<file path="config.mk">
export PLATFORM = sky130hd
export DESIGN_NAME = mod_mul_il_ctrl_flat
export DESIGN_NICKNAME = d
export VERILOG_FILES = /design/src/rtl/mod_mul_il_ctrl_if.sv /design/src/rtl/mod_mul_il_ctrl.sv /design/src/flat_wrapper.sv
export SDC_FILE = /design/constraint.sdc
export NUM_CORES = 1
export LEC_CHECK = 0
export BUFFER_PORTS_ARGS = -buffer_cell sky130_fd_sc_hd__clkbuf_2
export CAP_MARGIN = 30
export CORE_AREA = 2 2 452 454
export DETAILED_ROUTE_END_ITERATION = 12
export DIE_AREA = 0 0 454 456
export PLACE_DENSITY = 0.32
export SETUP_SLACK_MARGIN = 0.1
export SLEW_MARGIN = 0
export SYNTH_ARGS = -nofsm -noshare
export SYNTH_HDL_FRONTEND = slang
export SYNTH_SLANG_ARGS = --single-unit
</file>
<file path="constraint.sdc">
create_clock -name clk -period 46.1 [get_ports clk]
set_clock_uncertainty 0.05 [all_clocks]
set_input_delay 4.61 -clock clk [delete_from_list [all_inputs] [get_ports clk]]
set_output_delay 4.61 -clock clk [all_outputs]
set_load 0.05 [all_outputs]
</file>
<file path="src/rtl/mod_mul_il_ctrl_if.sv">
// Request, multiplier-drive and result signals of the modular-multiply controller.
// Every valid/ready pair transfers on a clock edge where both are high; valid is held with stable data until then.
interface mod_mul_il_ctrl_if #(
    parameter int NBITS = 128,
    parameter int PBITS = 2
);
    logic                   in_valid;
    logic                   in_ready;
    logic [NBITS-1:0]       in_a;
    logic [NBITS-1:0]       in_b;
    logic [NBITS-1:0]       in_m;
    logic                   mul_enable_p;
    logic [NBITS-1:0]       mul_a;
    logic [NBITS-1:0]       mul_b;
    logic [NBITS-1:0]       mul_m;
    logic [NBITS+PBITS-1:0] mul_mx3;
    logic [NBITS-1:0]       mul_y;
    logic                   mul_done_p;
    logic                   res_valid;
    logic                   res_ready;
    logic [NBITS-1:0]       res_y;
    logic                   res_err;

    modport slave (
        input  in_valid, in_a, in_b, in_m, mul_y, mul_done_p, res_ready,
        output in_ready, mul_enable_p, mul_a, mul_b, mul_m, mul_mx3, res_valid, res_y, res_err
    );

    modport master (
        output in_valid, in_a, in_b, in_m, mul_y, mul_done_p, res_ready,
        input  in_ready, mul_enable_p, mul_a, mul_b, mul_m, mul_mx3, res_valid, res_y, res_err
    );
endinterface

</file>
<file path="src/rtl/mod_mul_il_ctrl.sv">
// Sequencing controller for an external interleaved modular multiplier (IDLE/PREP/ISSUE/WAIT/RESP).
// Optional operand range check enabled by defining MOD_MUL_IL_CTRL_RANGE_CHK_EN.
module mod_mul_il_ctrl #(
    parameter int NBITS = 128,
    parameter int PBITS = 2
) (
    input  logic                 clk,
    input  logic                 rst,
    mod_mul_il_ctrl_if.slave     bus,
    output logic [2:0]           state
);
    typedef enum logic [2:0] {
        IDLE  = 3'd0,
        PREP  = 3'd1,
        ISSUE = 3'd2,
        WAIT  = 3'd3,
        RESP  = 3'd4
    } state_t;

    state_t                 state_q;
    state_t                 state_d;
    logic                   ready_q;
    logic [NBITS-1:0]       a_q;
    logic [NBITS-1:0]       b_q;
    logic [NBITS-1:0]       m_q;
    logic [NBITS+PBITS-1:0] mx3_q;
    logic [NBITS+PBITS-1:0] m_ext;
    logic [NBITS-1:0]       y_q;
    logic                   accept;
    logic                   range_bad;

    assign accept = bus.in_valid & ready_q;
    // Headroom bits make 3*m exact for any NBITS-bit modulus.
    assign m_ext  = {{PBITS{1'b0}}, m_q};

`ifdef MOD_MUL_IL_CTRL_RANGE_CHK_EN
    logic err_q;
    assign range_bad   = (m_q == '0) || (a_q >= m_q) || (b_q >= m_q);
    assign bus.res_err = err_q;
`else
    assign range_bad   = 1'b0;
    assign bus.res_err = 1'b0;
`endif

    always_comb begin
        state_d = state_q;
        case (state_q)
            IDLE:    if (accept) state_d = PREP;
            PREP:    state_d = range_bad ? RESP : ISSUE;
            ISSUE:   state_d = WAIT;
            WAIT:    if (bus.mul_done_p) state_d = RESP;
            RESP:    if (bus.res_ready) state_d = IDLE;
            default: state_d = IDLE;
        endcase
    end

    // in_ready is registered so it stays low through reset and rises one edge after release.
    always_ff @(posedge clk or posedge rst) begin
        if (rst) begin
            state_q <= IDLE;
            ready_q <= 1'b0;
            a_q     <= '0;
            b_q     <= '0;
            m_q     <= '0;
            mx3_q   <= '0;
            y_q     <= '0;
`ifdef MOD_MUL_IL_CTRL_RANGE_CHK_EN
            err_q   <= 1'b0;
`endif
        end else begin
            state_q <= state_d;
            ready_q <= (state_d == IDLE);
            if (accept) begin
                a_q <= bus.in_a;
                b_q <= bus.in_b;
                m_q <= bus.in_m;
            end
            if (state_q == PREP) begin
                mx3_q <= (m_ext << 1) + m_ext;
            end
            if (state_q == WAIT && bus.mul_done_p) begin
                y_q <= bus.mul_y;
`ifdef MOD_MUL_IL_CTRL_RANGE_CHK_EN
                err_q <= 1'b0;
`endif
            end
`ifdef MOD_MUL_IL_CTRL_RANGE_CHK_EN
            if (state_q == PREP && range_bad) begin
                y_q   <= '0;
                err_q <= 1'b1;
            end
`endif
        end
    end

    assign bus.in_ready     = ready_q;
    assign bus.mul_enable_p = (state_q == ISSUE);
    assign bus.mul_a        = a_q;
    assign bus.mul_b        = b_q;
    assign bus.mul_m        = m_q;
    assign bus.mul_mx3      = mx3_q;
    assign bus.res_valid    = (state_q == RESP);
    assign bus.res_y        = y_q;
    assign state            = state_q;
endmodule

</file>
<file path="src/flat_wrapper.sv">
// flat-port wrapper written by rule: the top's interface ports become plain ports
module mod_mul_il_ctrl_flat 
#(
    parameter int NBITS = 128,
    parameter int PBITS = 2
)
  (clk, rst, state, bus_in_valid, bus_in_a, bus_in_b, bus_in_m, bus_mul_y, bus_mul_done_p, bus_res_ready, bus_in_ready, bus_mul_enable_p, bus_mul_a, bus_mul_b, bus_mul_m, bus_mul_mx3, bus_res_valid, bus_res_y, bus_res_err);
  mod_mul_il_ctrl_if #(.NBITS(NBITS), .PBITS(PBITS)) bus_i ();
  input  logic clk;
  input  logic rst;
  output logic [2:0] state;
  input wire logic [$bits(bus_i.in_valid)-1:0] bus_in_valid;
  input wire logic [$bits(bus_i.in_a)-1:0] bus_in_a;
  input wire logic [$bits(bus_i.in_b)-1:0] bus_in_b;
  input wire logic [$bits(bus_i.in_m)-1:0] bus_in_m;
  input wire logic [$bits(bus_i.mul_y)-1:0] bus_mul_y;
  input wire logic [$bits(bus_i.mul_done_p)-1:0] bus_mul_done_p;
  input wire logic [$bits(bus_i.res_ready)-1:0] bus_res_ready;
  output wire logic [$bits(bus_i.in_ready)-1:0] bus_in_ready;
  output wire logic [$bits(bus_i.mul_enable_p)-1:0] bus_mul_enable_p;
  output wire logic [$bits(bus_i.mul_a)-1:0] bus_mul_a;
  output wire logic [$bits(bus_i.mul_b)-1:0] bus_mul_b;
  output wire logic [$bits(bus_i.mul_m)-1:0] bus_mul_m;
  output wire logic [$bits(bus_i.mul_mx3)-1:0] bus_mul_mx3;
  output wire logic [$bits(bus_i.res_valid)-1:0] bus_res_valid;
  output wire logic [$bits(bus_i.res_y)-1:0] bus_res_y;
  output wire logic [$bits(bus_i.res_err)-1:0] bus_res_err;
  assign bus_i.in_valid = bus_in_valid;
  assign bus_i.in_a = bus_in_a;
  assign bus_i.in_b = bus_in_b;
  assign bus_i.in_m = bus_in_m;
  assign bus_i.mul_y = bus_mul_y;
  assign bus_i.mul_done_p = bus_mul_done_p;
  assign bus_i.res_ready = bus_res_ready;
  assign bus_in_ready = bus_i.in_ready;
  assign bus_mul_enable_p = bus_i.mul_enable_p;
  assign bus_mul_a = bus_i.mul_a;
  assign bus_mul_b = bus_i.mul_b;
  assign bus_mul_m = bus_i.mul_m;
  assign bus_mul_mx3 = bus_i.mul_mx3;
  assign bus_res_valid = bus_i.res_valid;
  assign bus_res_y = bus_i.res_y;
  assign bus_res_err = bus_i.res_err;
  mod_mul_il_ctrl #(.NBITS(NBITS), .PBITS(PBITS)) u_core (.clk(clk), .rst(rst), .bus(bus_i), .state(state));
endmodule
</file>
# Word level (Yosys, flattened, before mapping)
# Cells that the tools add are included.
[word_totals]
input_bits = 517
out_inout_bits = 649
register_bits = 646
[classes]
eq_ne = 4
n_mux = 4
n_bitwise = 1
n_addsub = 1
reduce_logical = 3
[op_table]
columns = ["cell", "count"]
rows = [
  ["129-bit by 128-bit adder with 130-bit output", 1],
  ["3-bit one-hot mux with 5 select lines", 1],
  ["3-bit 2-to-1 mux", 3],
  ["3-bit by 2-bit equality test with 1-bit output, second input constant", 2],
  ["3-bit zero test", 2],
  ["3-bit by 1-bit equality test with 1-bit output, second input constant", 1],
  ["3-bit equality test, second input constant", 1],
  ["1-bit AND", 1],
  ["1-bit logical AND", 1],
]

# Logic depth before layout (Yosys ltp)
# Gate-level depths: netlist of the first run.
[logic_depth]
ltp_word = 4
ltp_mapped = 14
mapped_depth_nobuf = 14

# Least setup slack after synthesis of the first run
# OpenSTA, ideal clock, no wires.
[synth_timing]
path_type = "reg-to-output"
startpoint = "register u_core.state_q[1] (netlist: u_core.state[1])"
endpoint = "output bus_mul_enable_p"
slack_ns = 39.518
stages_incl_launch_ff = 2
n_path_buf = 0
arrival_time_ns = 1.922
cell_sequence = "dfrtp_1 > nor3b_1"
[synth_via]
elab_chain_len = 1
[synth_rtl]
columns = ["item", "line_no", "rtl"]
rows = [
  ["start: declaration", "mod_mul_il_ctrl.sv:20", "state_t state_q;"],
  ["start signal: assignment", "mod_mul_il_ctrl.sv:71", "state_q <= state_d;"],
  ["3-bit by 2-bit equality test with 1-bit output", "mod_mul_il_ctrl.sv:97", "assign bus.mul_enable_p = (state_q == ISSUE);"],
  ["end: declaration", "flat_wrapper.sv:20", "output wire logic [$bits(bus_i.mul_enable_p)-1:0] bus_mul_enable_p;"],
]
# Every way passes these cells.

# Worst setup path in the final report of the first run
[layout_timing]
startpoint = "input bus_in_valid"
endpoint = "register u_core.b_q[40] (netlist: u_core.bus.mul_b[40])"
[layout_via]
elab_chain_len = 1
[layout_rtl]
columns = ["item", "line_no", "rtl"]
rows = [
  ["start: declaration", "flat_wrapper.sv:12", "input wire logic [$bits(bus_i.in_valid)-1:0] bus_in_valid;"],
  ["1-bit AND", "mod_mul_il_ctrl.sv:32", "assign accept = bus.in_valid & ready_q;"],
  ["end signal: assignment", "mod_mul_il_ctrl.sv:75", "b_q <= bus.in_b;"],
  ["end: declaration", "mod_mul_il_ctrl.sv:24", "logic [NBITS-1:0] b_q;"],
]
# Every way passes these cells.
# A chain may end at the register's enable or synchronous reset.

==> results.cfg, run 1 <==
[global_routing]
antenna_found_initial = 69
grt_max_degree = 142
grt_usage_pct = 14.98
grt_pass1_wl_um = 221600
grt_pass1_vias = 27710
overflow = 0

[hold_path]
holdPathStages = 2
whs_endpoint = u_core.bus.mul_mx3[54]
hp-class = flop to flop
hold_start = u_core.bus.mul_mx3[54]

[timing]
tightestPinTransition_ps = 988.0
finalSetupViolCount = 0
whs_ps = 423.1
layout_setup_ws_ps = 37720
tns_ps = 0
timing.final.crit_share_pct = 18.17
finalHoldViolCount = 0
relSlewSlack_pct = 34.14
finalCriticalPeriod_ps = 8376
max_freq_mhz = 119.4
slew_viol_final = 0
rsz0062_at_grt = false

[setup_path]
crit_fanout = 60
critPathLaunchType = primary input
critPathMaxStageDelay_ps = 740
path_delay_family = buffers and inverters
r2r_cells = 13
worst-r2r-setup-slack_ps = 41170
worstPathCellList = clkbuf_2, and2_4, buf_4, buf_4, buf_4, buf_16, buf_4, mux2_2
rr_endpoint = u_core.bus.mul_mx3[114]
cp_common_cell = buf_4
worst_ep_required_time_ps = 46640
slowest_stage = buf_4
crit-reg2reg-launch = u_core.bus.mul_m[21]
cp.arrival_ps = 8920
critical_path.endpoint_type = flop
path_buf_inv = 6
critPathKind = primary input to flop

[floorplan]
die_w_um = 454
core.rowCount = 165
dieArea_um2 = 207000
start_util_pct = 15.57
die_y_um = 456
core_um2 = 201700
ioPinCount = 1166

[detailed_routing]
drc = 0
antenna_left = 0
dr.pass1.iters = 5
wire_per_inst_um = 24.00
drt_iter0_drc = 1418
dr_total_vias = 26400
drt-total-wl_um = 158900
vias_per_cell = 3.988

[clock_network]
clkLatencyLatePin_ps = 740
ctsResizeCount = 0
numCtsBuffers = 85
clk_pin_slew_ps = 50
cts.path.max_buffers = 3
root_buffer = clkbuf_16
clock_sinks = 646
ctsHtreeMaxLevel = 3
hold_buffers = 0
post_cts_buffers = 0
cts_tree = yes

[yosys]
ys_seq_area_share_pct = 51.48
async_flop_share_pct = 100.0
synth-main-ff-cell = dfrtp_1
yosys-top-cells-area = dfrtp_1 51%, mux2_2 18%, ha_1 5.1%, o21ai_0 3.4%, nand2_1 3.3%
yosys.area.top_type = dfrtp_1
synth_cell_types = 71
synth_top_area_share_pct = 51.48
ys_warn_count = 0
postSynthAreaPerCell_um2 = 11.47
netlist_area_um2 = 31400
syn_inst = 2737
synth.net_count = 3384
ys_ff_latch = 646
synth-edff-count = 0

[flow_run]
drv_cap = 0

[finish]
areaGrowthSynthToFinish_pct = 37.84
drive_gt1_share_pct = 47.17
fillers = 22240
fin_nets = 4525
instances_no_fill = 6621

[placed_design]
placed_cells = 6462
portBuffers = 1164
pre_cts_slack_ps = 36990
dp.final_hpwl_um = 131300
gp_congestion = 0.8269

[outcome]
outcome = finished clean
## placed cells by master, fill, tap and decap left out, types with 42 or more instances in the layout
cell type and n:
nor2_1 101, a21oi_1 188, clkbuf_2 1164, ha_1 129
nand2_1 273, mux2_2 512, clkbuf_16 86, xor2_1 46
dfrtp_1 646, nand4_1 45, xnor2_1 77, a21o_1 52
inv_1 42, o21ai_0 215
## registers in the layout, summed over array words and instances (netlist names)
signal / cells
u_core.bus.in_ready: 1
u_core.bus.mul_a: 128
u_core.bus.mul_b: 128
u_core.bus.mul_m: 128
u_core.bus.mul_mx3: 130
u_core.bus.res_y: 128
u_core.state: 3
## kinds of logic (layout without fill, tap and decap cells)
| kind of cell | Yosys count | in the layout | share of synthesized area (%) |
|---|---|---|---|
| AO/OA/AOI/OAI | 622 | 622 | 11.94 |
| XOR/XNOR | 123 | 123 | 3.431 |
| adder cells (fa/ha/maj) | 130 | 130 | 5.204 |
| buffers and inverters | 178 | 1382 | 2.160 |
| flip-flops | 646 | 646 | 51.48 |
| multiplexers | 513 | 513 | 18.39 |
| other | 1 | 9 | 0.01194 |
| AND/OR/NAND/NOR | 524 | 524 | 7.383 |
## worst reg2reg max path, delay by kind of cell (launching register included)
| family | cells | cell delay, ps |
|---|---|---|
| adder cells (fa/ha/maj) | 1 | 410 |
| XOR/XNOR | 1 | 180 |
| AO/OA/AOI/OAI | 7 | 2180 |
| AND/OR/NAND/NOR | 4 | 1430 |
| flip-flops | 1 | 490 |
## worst max-delay path by stage
stage	from	endpoint	slack, ps	depth (start not counted)
after floorplan	rst	u_core.bus.in_ready	23340	1
after global placement	bus_in_valid	u_core.bus.mul_b[90]	36730	7
after detailed placement	bus_in_valid	u_core.bus.mul_b[108]	36990	8
after CTS	bus_in_valid	u_core.bus.mul_b[108]	37800	8
after global routing	bus_in_valid	u_core.bus.mul_b[52]	37560	8
final	bus_in_valid	u_core.bus.mul_b[40]	37720	8
## final cells by class
class	instances	area, µm²	area share, %
clock buffers	128	2520	5.822
flip-flops and latches	646	16170	37.35
diodes	8	20.02	0.04625
well taps	2672	3343	7.724
repair buffers	1189	6106	14.11
clock inverters	22	391.6	0.9048
inverters	43	168.9	0.3903
multi-input cells	1913	14570	33.66
## Yosys cell counts (9+ instances only)
cell type  count
a21o_1        52
o21ai_0      215
nand3_1       18
mux2_2       512
a31oi_1       17
nor3_1        23
xor2_1        46
dfrtp_1      646
nor2_1       101
a21oi_1      188
nand2_1      274
clkbuf_1     126
o21bai_1      23
inv_1         43
o21ai_1       15
o21a_1        23
xnor2_1       77
nor2b_1        9
ha_1         129
o211ai_1      10
nand4_1       45
## metrics by stage
step                      area [µm²]  utilization, %
after global routing           43270           21.45
after CTS                      43240           21.44
after global placement         40240           19.95
after detailed placement       40320           19.99
after floorplan                31400               -
final                          43280           21.46
## per-layer routing
metal | vias up | global-route usage [%] | share of wire, %
li1 | 12130 | - | -
met1 | 13160 | 16.45 | 38
met2 | 846 | 28.58 | 54
met3 | 248 | 3.819 | 5.7
met4 | 18 | 2.944 | 2.2
met5 | - | 0 | 0.068
Power of run 1 is not shown: default switching activity piles up to over one toggle a cycle in this logic, so the estimate is an artifact.
==> run 2: changes to the inputs <==
Settings changed: CORE_AREA 2 2 452 454 to 2 2 456 458, DIE_AREA 0 0 454 456 to 0 0 458 460.
Clock period 46.1 ns to 8.2 ns, I/O delays scaled along.
==> run 2 against run 1 <==
Routed wire length is 17% higher. Worst setup slack got worse by 34000 ps. Global-route usage up 2.2 points. Utilization fell by 0.29 points. Flip-flop and latch count stayed put. Die area up 1.8%. Critical path depth rose by 5. Critical path type is now flop to flop.
==> results.cfg, run 2 (same netlist as run 1, synthesis figures left out) <==
[clock_network]
cts.path.max_buffers = 3
clk_pin_slew_ps = 60
ctsHtreeMaxLevel = 3
clock_sinks = 646
clkLatencyLatePin_ps = 730
cts_tree = yes
root_buffer = clkbuf_16
numCtsBuffers = 90
post_cts_buffers = 0
ctsResizeCount = 0

[global_routing]
antenna_found_initial = 104
grt_max_degree = 159
grtUsageMet2_pct = 32.08
overflow = 0
use_met3_pct = 6.505
grt_busiest_layer = met2
grt_pass1_wl_um = 247000
grt_usage_pct = 17.18
use_met1_pct = 17.37
grt_pass1_vias = 27440

[timing]
tightestPinTransition_ps = 1044
rsz0062_at_grt = false
tns_ps = 0
finalCriticalPeriod_ps = 4554
max_freq_mhz = 219.6
slew_viol_final = 0
layout_setup_ws_ps = 3646
finalHoldViolCount = 0
relSlewSlack_pct = 30.41
finalSetupViolCount = 0
timing.final.crit_share_pct = 55.54

[placed_design]
pre_cts_slack_ps = 3593
portBuffers = 1164
gp_congestion = 0.8510
dp.final_hpwl_um = 157300

[floorplan]
ioPinCount = 1166
start_util_pct = 15.24
core_um2 = 206000
die_w_um = 458
core.rowCount = 167
die_y_um = 460
dieArea_um2 = 210700

[finish]
final_common_cell = clkbuf_2
largest_reg_flops = 130
areaGrowthSynthToFinish_pct = 38.92
final_cell_mix = 1164 x clkbuf_2, 646 x dfrtp_1, 512 x mux2_2, 273 x nand2_1, 215 x o21ai_0
fin_nets = 4530
fillers = 22780
drive_gt1_share_pct = 47.42

[detailed_routing]
dr.pass1.iters = 5
drt_iter0_drc = 1454
wire_per_inst_um = 27.84
dr_total_vias = 26710
antenna_left = 0
vias_per_cell = 3.997
drt-total-wl_um = 186100
drc = 0

[hold_path]
hp-class = primary input to flop

[outcome]
outcome = finished clean

[setup_path]
critPathKind = flop to flop
path_buf_inv = 0
worst_ep_required_time_ps = 8740
critical_path.endpoint_type = flop
worstPathCellList = ha_1, nand2_1, or3_1, or4_1, a21o_1, a31oi_1, o211ai_1, a21oi_1, or4b_1, o21ai_1, o31a_1, xnor2_1, mux2_2
crit_fanout = 5
critPathLaunchType = flop
critPathMaxStageDelay_ps = 550
path_delay_family = compound AO/OA/AOI/OAI gates
cp.arrival_ps = 5090
slowest_stage = or4_1

[flow_run]
drv_cap = 0
==> run 2: changes by cell type in the layout (fill, tap and decap cells not counted), sizes merged <==
cell | previous run | this run
buf | 25 | 24
clkinvlp | 2 | 3
clkbuf | 1292 | 1295
inv | 46 | 44
diode | 8 | 26
dlygate4sd3 | 0 | 1
clkinv | 12 | 19
bufinv | 5 | 9
==> run 2: what timing repair did <==
item / in CTS / in global routing
hold buffers: 1 / 0
hold endpoints to repair: 7 / 0
setup endpoints to repair: 0 / 0
==> run 2: layout make-up <==
type / count / area (µm²) / share of cell area, %
Antenna cell: 26 / 65.06 / 0.1492
Clock buffer: 131 / 2646 / 6.066
Clock inverter: 32 / 518.0 / 1.187
Inverter: 43 / 165.2 / 0.3786
Multi-Input combinational cell: 1913 / 14570 / 33.40
Sequential cell: 646 / 16170 / 37.06
Tap cell: 2704 / 3383 / 7.756
Timing Repair Buffer: 1189 / 6111 / 14.01
==> run 2: metrics by stage <==
stage / hold WS, ps / instance area [µm²] / utilization (%) / cells
after floorplan: 689.9 / 31410 / - / 2737
after CTS: 146.0 / 43560 / 21.14 / 6658
after global routing: 177.6 / 43580 / 21.15 / 6668
after global placement: 408.4 / 40360 / 19.59 / 6493
after detailed placement: 417.9 / 40380 / 19.60 / 6494
final: 242.9 / 43620 / 21.17 / 6684
==> run 2: worst paths after layout <==
kind                                              from                 endpoint  slack [ps]  depth (start not counted)
worst max register to register    u_core.bus.mul_m[20]  u_core.bus.mul_mx3[122]        3650                         13
max in group asynchronous                          rst     u_core.bus.res_y[45]        5570                          5
min in group asynchronous                          rst      u_core.bus.mul_b[9]         540                          3
worst min-delay path                       bus_in_b[0]      u_core.bus.mul_b[0]         240                          2
worst min register to register  u_core.bus.mul_mx3[58]   u_core.bus.mul_mx3[58]         430                          2
worst max-delay path              u_core.bus.mul_m[20]  u_core.bus.mul_mx3[122]        3650                         13
==> run 2: worst register-to-register path: stages, from the launching register on <==
cell	delay [ps]
dfrtp_1	410
ha_1	360
nand2_1	150
or3_1	450
or4_1	550
a21o_1	180
a31oi_1	540
o211ai_1	430
a21oi_1	270
or4b_1	170
o21ai_1	140
o31a_1	330
xnor2_1	120
mux2_2	260
==> run 2: layer usage <==
metal	wire length (µm)	up-vias
met4	6474	84
met5	526	-
li1	-	12180
met1	64790	13270
met2	99540	890
met3	14770	288
Power of run 2 is left out for the same reason.
==> run 3: changes to the inputs <==
Settings changed: CORE_AREA 2 2 456 458 to 2 2 453 455, DIE_AREA 0 0 458 460 to 0 0 455 457, PLACE_DENSITY 0.32 to 0.33.
Clock period 8.2 ns to 4 ns, I/O delays scaled along.
==> run 3 against run 2 <==
Utilization is 3.9 points higher. Worst setup slack worse by 3500 ps. Non-clock buffer count is 730 higher. Routed wire length is 7.8% lower. First-iteration DRC count is 4.1% lower. Maximum frequency is 17% higher. Cell area is 17% higher. Via count is 8.8% higher. Largest cell class unchanged.
==> results.cfg, run 3 (same netlist as run 1, synthesis figures left out) <==
[floorplan]
die_w_um = 455
start_util_pct = 15.44
ioPinCount = 1166
dieArea_um2 = 207900
core.rowCount = 166
core_um2 = 203300
die_y_um = 457

[timing]
finalHoldViolCount = 0
max_freq_mhz = 257.0
layout_setup_ws_ps = 109.0
rsz0062_at_grt = true
relSlewSlack_pct = 36.83
finalSetupViolCount = 0
timing.final.crit_share_pct = 97.27
tightestPinTransition_ps = 947.5
slew_viol_final = 0
tns_ps = 0
finalCriticalPeriod_ps = 3891

[placed_design]
dp.final_hpwl_um = 142600
place_area_um2 = 41880
portBuffers = 1164
gp_congestion = 0.8806
pre_cts_slack_ps = -314.9
placed_cells = 6668

[clock_network]
cts_tree = yes
clk_pin_slew_ps = 60
root_buffer = clkbuf_16
clock_sinks = 646
numCtsBuffers = 85
cts.path.max_buffers = 3
clkLatencyLatePin_ps = 730
ctsHtreeMaxLevel = 3

[setup_path]
worstPathCellList = buf_6, ha_4, and4_4, buf_6, a31oi_4, a211oi_2, a311o_1, o2111ai_2, buf_6, a211o_1, buf_12, o31ai_4, buf_6, buf_6, a31o_4, a221o_1, xor2_1, o21ai_1
cp_common_cell = buf_6
critPathKind = flop to flop
crit-reg2reg-launch = u_core.bus.mul_m[10]
cp.arrival_ps = 4450
crit_fanout = 4
cp-startpoint = u_core.bus.mul_m[10]
worst-r2r-setup-slack_ps = 110
cp-endpoint = u_core.bus.mul_mx3[127]
critical_path.endpoint_type = flop
r2r_cells = 18
worst_ep_required_time_ps = 4560
slowest_stage = dfrtp_1
critPathLaunchType = flop
rr_endpoint = u_core.bus.mul_mx3[127]
critPathMaxStageDelay_ps = 400

[finish]
largest_reg_flops = 130
final_common_cell = clkbuf_2
final_area_um2 = 51040
instances_no_fill = 7384
drive_gt1_share_pct = 46.84
fin_nets = 5255
areaGrowthSynthToFinish_pct = 62.53
final_cell_mix = 1164 x clkbuf_2, 635 x dfrtp_1, 515 x dlygate4sd3_1, 511 x mux2_2, 268 x nand2_1

[outcome]
outcome = finished clean

[global_routing]
grt_pass1_vias = 31350
grt_pass1_wl_um = 238700
overflow = 0
antenna_found_initial = 44
grt_usage_pct = 16.08
grt_max_degree = 120

[flow_run]
drv_cap = 0

[detailed_routing]
drt-total-wl_um = 171600
vias_per_cell = 3.934
drc = 0
drt_iter0_drc = 1395
dr.pass1.iters = 5
wire_per_inst_um = 23.25
antenna_left = 0
dr_total_vias = 29050

[hold_path]
hp-class = primary input to asynchronous set/reset pin
==> run 3: cell types whose count changed in the layout (fill, tap and decap cells not counted), sizes merged <==
| cell | before | now |
|---|---|---|
| clkdlybuf4s18 | 0 | 1 |
| buf | 24 | 239 |
| clkinv | 19 | 17 |
| inv | 44 | 43 |
| clkbuf | 1295 | 1290 |
| bufinv | 9 | 5 |
| diode | 26 | 23 |
| clkinvlp | 3 | 4 |
| dlygate4sd3 | 1 | 515 |
==> run 3: through the flow <==
step | utilization, % | hold WS [ps]
after floorplan | - | 466.8
after global placement | 20.58 | 415.1
after detailed placement | 20.60 | 419.6
after CTS | 24.86 | 147.6
after global routing | 25.09 | 205.7
final | 25.10 | 219.0
==> run 3: worst min-delay path by stage <==
stage / from / endpoint / slack [ps] / depth (start not counted)
floorplan: bus_in_m[126] / u_core.bus.mul_m[126] / 470 / 2
global placement: u_core.bus.mul_mx3[84] / u_core.bus.mul_mx3[84] / 420 / 2
detailed placement: u_core.bus.mul_mx3[18] / u_core.bus.mul_mx3[18] / 420 / 2
CTS: rst / u_core.bus.mul_b[83] / 150 / 3
global route: rst / u_core.bus.mul_b[83] / 210 / 3
finish: rst / u_core.bus.mul_b[83] / 220 / 3
==> run 3: timing repair <==
action,CTS,global route
gates resized for setup,78,78
hold buffers,515,0
setup buffers,15,13
endpoints found under the setup margin,48,40
hold endpoints to repair,524,0
pin swaps,42,52
==> run 3: cell type report <==
type	count	area (µm²)
repair buffers	1919	13020
fillers	21870	152300
well taps	2688	3363
clock inverters	26	424.2
diodes	23	57.56
clock buffers	126	2542
inverters	43	165.2
flip-flops and latches	646	16180
multi-input cells	1913	15290
==> run 3: worst max-delay path: cells and delay by family (launching register included) <==
| kind | cells | cell delay [ps] |
|---|---|---|
| compound gates | 9 | 1850 |
| buf+inv | 6 | 780 |
| flops | 1 | 400 |
| fa+ha+maj | 1 | 270 |
| simple gates | 1 | 250 |
| xor+xnor | 1 | 160 |
==> run 3: routing by layer <==
metal,vias to the layer above,GRT usage (%),routed length [µm]
met4,0,5.950,7282
met3,243,4.585,10770
met5,-,0,0
met2,857,29.95,90600
li1,13610,-,-
met1,14340,16.90,62990
Power of run 3 is left out for the same reason.
